## src/rtl/counter_pkg.sv

```systemverilog
// Shared types and constants for the mod-10 counter and its bench.
package counter_pkg;
    localparam logic [3:0] MOD10_MAX = 4'd9;

    typedef logic [3:0] count_t;

    typedef enum logic {
        DN = 1'b0,
        UP = 1'b1
    } mode_e;
endpackage

```

## src/rtl/mod10_next_state.sv

```systemverilog
// Next-count logic for the mod-N up/down counter: load, count, wrap.
module mod10_next_state
    import counter_pkg::*;
#(
    parameter int MODULUS = int'(MOD10_MAX) + 1
) (
    input  count_t     count,
    input  logic       mode,
    input  logic       load,
    input  count_t     data_in,
    output count_t     next_count,
    output logic       wrap,
    output logic       bad_load
);
    localparam logic [4:0] LAST = 5'(MODULUS - 1);
    localparam logic [4:0] LIM  = 5'(MODULUS);

    logic [4:0] cnt5;
    logic       in_ok;
    logic       is_up;
    logic       sel_bad;
    logic       sel_ld;
    logic       sel_upw;
    logic       sel_up;
    logic       sel_dnw;
    logic       sel_dn;

    always_comb begin
        cnt5    = {1'b0, count};
        in_ok   = ({1'b0, data_in} < LIM);
        is_up   = (mode_e'(mode) == UP);
        sel_bad = load && !in_ok;
        sel_ld  = load && in_ok;
        sel_upw = !load && is_up && (cnt5 == LAST);
        sel_up  = !load && is_up && (cnt5 != LAST);
        sel_dnw = !load && !is_up && (cnt5 == 5'd0);
        sel_dn  = !load && !is_up && (cnt5 != 5'd0);
    end

    // Arithmetic stays in 5 bits; terminal values are caught explicitly.
    always_comb begin
        next_count = count;
        wrap       = 1'b0;
        bad_load   = 1'b0;
        unique case (1'b1)
            sel_bad: bad_load = 1'b1;
            sel_ld:  next_count = data_in;
            sel_upw: begin
                next_count = '0;
                wrap       = 1'b1;
            end
            sel_up:  next_count = 4'(cnt5 + 5'd1);
            sel_dnw: begin
                next_count = 4'(LAST);
                wrap       = 1'b1;
            end
            sel_dn:  next_count = 4'(cnt5 - 5'd1);
            default: next_count = count;
        endcase
    end
endmodule

```

## src/rtl/mod10_counter.sv

```systemverilog
// Loadable mod-10 up/down counter with tc and load_err pulses.
// Optional saturating wrap counter enabled by COUNTER_WRAP_CNT_EN.
module mod10_counter
    import counter_pkg::*;
#(
    parameter int MODULUS = int'(MOD10_MAX) + 1,
    parameter int WRAP_W  = 8
) (
    input  logic              clock,
    input  logic              rst,
    input  logic              mode,
    input  logic              load,
    input  logic [3:0]        data_in,
    output logic [3:0]        data_out,
    output logic              tc,
`ifdef COUNTER_WRAP_CNT_EN
    output logic              load_err,
    output logic [WRAP_W-1:0] wrap_cnt
`else
    output logic              load_err
`endif
);
    if (MODULUS < 2 || MODULUS > 16) begin : g_bad_mod
        $error("MODULUS must be in 2..16");
    end
    if (WRAP_W < 1) begin : g_bad_w
        $error("WRAP_W must be at least 1");
    end

    count_t next_count;
    logic   wrap;
    logic   bad_load;

    mod10_next_state #(
        .MODULUS(MODULUS)
    ) u_next (
        .count     (data_out),
        .mode      (mode),
        .load      (load),
        .data_in   (data_in),
        .next_count(next_count),
        .wrap      (wrap),
        .bad_load  (bad_load)
    );

    always_ff @(posedge clock) begin
        if (!rst) begin
            data_out <= '0;
            tc       <= 1'b0;
            load_err <= 1'b0;
        end else begin
            data_out <= next_count;
            tc       <= wrap;
            load_err <= bad_load;
        end
    end

`ifdef COUNTER_WRAP_CNT_EN
    always_ff @(posedge clock) begin
        if (!rst) begin
            wrap_cnt <= '0;
        end else if (wrap && (wrap_cnt != '1)) begin
            wrap_cnt <= wrap_cnt + 1'b1;
        end
    end
`endif

`ifndef SYNTHESIS
    localparam count_t LAST = count_t'(MODULUS - 1);
    a_range: assert property (
        @(posedge clock) data_out <= LAST
    );
`endif
endmodule

```

## config.mk

```make
export PLATFORM = sky130hd
export DESIGN_NAME = mod10_counter
export DESIGN_NICKNAME = d
export VERILOG_FILES = /design/src/rtl/counter_pkg.sv /design/src/rtl/mod10_next_state.sv /design/src/rtl/mod10_counter.sv
export SDC_FILE = /design/constraint.sdc
export NUM_CORES = 1
export LEC_CHECK = 0
export ABC_AREA = 1
export BUFFER_PORTS_ARGS = -buffer_cell sky130_fd_sc_hd__buf_2
export CORE_AREA = 4 4 41 43
export CTS_BUF_LIST = sky130_fd_sc_hd__clkbuf_8
export DETAILED_ROUTE_END_ITERATION = 10
export DIE_AREA = 0 0 45 47
export PLACE_DENSITY = 0.52
export SLEW_MARGIN = 20
export SYNTH_ARGS = -nofsm -noshare
export SYNTH_HDL_FRONTEND = slang
export SYNTH_SLANG_ARGS = --single-unit
```

## constraint.sdc

```tcl
create_clock -name clock -period 1.7 [get_ports clock]
set_input_delay 0 -clock clock [delete_from_list [all_inputs] [get_ports clock]]
set_output_delay 0 -clock clock [all_outputs]
set_load 0.03 [all_outputs]
```

==> impl_summary.md <==
Final layout
The filler cell count in the final layout is 150. The area added between synthesis and finish is 40.2%. The final core area utilization is 0.460. For this run, the post-layout net count is 97. The repair_antennas step left the layout with diodes totalling 0. In the final layout, the share of cells above drive strength 1 is 0.405.

CTS
TritonCTS built the clock tree. The total clock sinks is 6. CTS built an H-tree with a depth of 1. For the worst-skew pair, the clock arrives at the later sink with an insertion delay of 0.22 ns. In this run the post-CTS setup repair buffer count came out at 0.

Clock-pin slew was measured on the worst setup and hold paths at 0.04 ns. The clock root buffer master is clkbuf_8. No sink is reached through more buffers than the 2 on the longest clock path. The number of buffers created by CTS is 3.

Yosys
In the post-synthesis netlist, the cell with the most instances is nand2_1. Counting flops with a built-in enable in the synthesized netlist gives 0. Counting flops and latches in the post-synthesis netlist gives 6. The number of different library cells used by synthesis comes to 18. Each instance of the synthesized netlist takes up on average around 6.7 um^2. The net count after synthesis is 75.

The fraction of synthesis flops using an asynchronous set or reset pin is 0. Synthesis produced a netlist whose cell count is 64. After synthesis, the most frequently instantiated cells are 15 x nand2_1, 9 x inv_1, 6 x dfxtp_1, 6 x nand3_1. The share of synthesized area in the top cell type comes to 0.282. Ranked by total cell area, the synthesized netlist is headed by dfxtp_1 28%, nand2_1 13%, inv_1 7.9%. In the synthesized netlist the dominant register cell turns out to be dfxtp_1. The netlist area before placement is around 430 um^2. The total of warnings raised by yosys is 0. The synthesized design spends more area on one cell type than any other, namely dfxtp_1. Of the synthesized area, sequential elements account for 0.282.

Routing
The via density per instance is 4.70. In this run the remaining antenna-violating nets after routing total 0. After detailed routing, the average wire length per cell comes to 10.9 um. The overall routed net length is 1080 um. For this block, the via count after detailed routing is 465. The number of design-rule violations left by the first detailed-router iteration is 9.

The number of optimization iterations in the first detailed-route pass is 4. The total DRC errors in the routed layout is 0.

Setup path
The slowest stage of the critical path is the fa_1 cell. The stage delay of the slowest cell on the critical path is 0.37 ns. The kind of critical path is reg -> reg. The startpoint of the worst-slack reg-to-reg timing path is data_out[2]$_SDFFE_PN0P_. The worst setup path startpoint is data_out[2]$_SDFFE_PN0P_. STA classifies the critical path startpoint as a register. The highest fanout seen on the critical path is 4. The signal on the critical path passes through nor2_4, nand2_1, nand2_2, inv_2, fa_1, or2_2, nand3_1, a21oi_1. Data on the critical path arrives at its endpoint at ~1.7 ns.

Data on the critical path is required at its endpoint by roughly 1.8 ns. The endpoint type of the worst setup path is a register.

Timing
For the finished layout, the period the worst path requires is about 1.6 ns. The hold slack is just over 0.05 ns. The total negative setup slack is 0 ns. The remaining max-slew budget at the tightest pin is 0.850.

Across the routed clock network, the largest skew measured is ~0.0018 ns. The period utilization is 0.948. The final count of pins violating max slew is 0. The count of endpoints failing hold in the final timing report is 0. Setup repair after global routing left no endpoint under its margin. Setup violations remaining at the end of the flow were counted as 0. For the pin with the worst max-slew slack, the measured transition is around 0.22 ns. Static timing analysis puts the maximum clock frequency at 621 MHz.

Power and ir drop
The cell area power density is roughly 940 mW/mm^2. The leakage power of the design is ~0.00031 uW. The total power draw is between 500 and 600 uW. The worst-case vdd ir drop is ~0.43 mV.

Global routing
The largest net degree at the start of global routing is 9. The total overflow reported by the global router is 0. The first-pass GRT wire length is 1660 um. The total track usage is 0.114. The initial antenna violation count is 0. The number of global-route vias before repair is slightly below 400.

Run status
The run finished with clean final reports.

Hold path
The worst hold path begins at rst. The path category of the worst min-delay check is in -> reg.

Place
During placement, the flow inserted port buffers numbering 13. After legalization and detailed placement, the total HPWL measured between 800 and 900 um. The last weighted congestion value of the routability-driven placer is approximately 0.7.

Floorplan
The floorplan step defined a die boundary enclosing 0.00212 mm^2. The starting density of the core is 0.328. In this run the horizontal extent of the chip is between 40 and 50 um. The floorplan step set the die height to roughly 47 um. In this run the standard cell core region covers between 0.001 and 0.0015 mm^2. The row count is 13. For this design the top-level I/O count stands at 14.

Job
Across the run, the number of max-cap violations was 0.
critical path, delay by kind of cell (launching register included):
| family | cells | cell delay, ns |
|---|---|---|
| AO/OA/AOI/OAI | 1 | 0.06 |
| adder cells (fa/ha/maj) | 1 | 0.37 |
| buffers and inverters | 1 | 0.06 |
| flip-flops | 1 | 0.35 |
| AND/OR/NAND/NOR | 5 | 0.65 |
final timing paths:
kind	cells past startpoint	to	slack, ns
hold / removal	3	data_out[3]$_SDFFE_PN0P_	0.05
setup / recovery	8	data_out[2]$_SDFFE_PN0P_	0.09
hold reg to reg	3	tc$_SDFF_PN0_	0.60
setup reg to reg	8	data_out[2]$_SDFFE_PN0P_	0.09
state kept, by name, indices dropped and copies added (netlist names):
signal,cells
data_out,4
load_err,1
tc,1
cell usage in the layout, fill, tap and decap left out, types with 2 or more instances in the layout:
| cell | count |
|---|---|
| nand2_1 | 14 |
| buf_2 | 13 |
| inv_1 | 8 |
| nand3_1 | 6 |
| nor2_1 | 5 |
| o21ai_0 | 5 |
| a21oi_1 | 5 |
| buf_4 | 5 |
| dfxtp_2 | 4 |
| clkbuf_8 | 3 |
| nand2_2 | 2 |
| inv_2 | 2 |
| a31oi_1 | 2 |
| dfxtp_1 | 2 |
per-layer routing:
layer  wire length [um]  track usage
met5                  0            0
met2                522        0.178
met3                 62       0.0575
met4                 13       0.0526
met1                482        0.131
where the power goes:
| part | total (uW) | leakage (uW) | internal (uW) | switching, uW |
|---|---|---|---|---|
| clock | 215 | 0.0000216 | 152 | 63.0 |
| combinational | 178 | 0.000241 | 72.3 | 105 |
| sequential | 167 | 0.0000507 | 156 | 10.8 |
through the flow:
stage | area, um^2 | instances | setup WS, ns
global placement | 542 | 96 | 0.0789
finish | 598 | 99 | 0.0887
CTS | 583 | 99 | 0.0805
global route | 598 | 99 | 0.00211
floorplan | 432 | 64 | 0.0695
detailed placement | 542 | 96 | 0.0948
cell families (layout without fill, tap and decap cells):
family                     after synthesis  in the layout  synth area share
and+or+nand+nor                         31             31             0.331
DFF                                      6              6             0.282
buffers and inverters                   11             31             0.114
AOI/OAI and AO/OA                       13             13             0.167
adders and majority gates                3              3             0.106
timing repair:
item,4_1_cts,5_1_grt
endpoints found under the setup margin,0,2
resized for setup,0,3
hold buffers,0,0
area by class of cell:
class	count	area (um^2)	share of cell area
well taps	15	18.8	0.0314
multi-input cells	47	273	0.456
flip-flops and latches	6	125	0.209
inverters	10	37.5	0.0628
clock buffers	3	41.3	0.0690
repair buffers	18	103	0.172
Power figures use the tool's default switching activity.
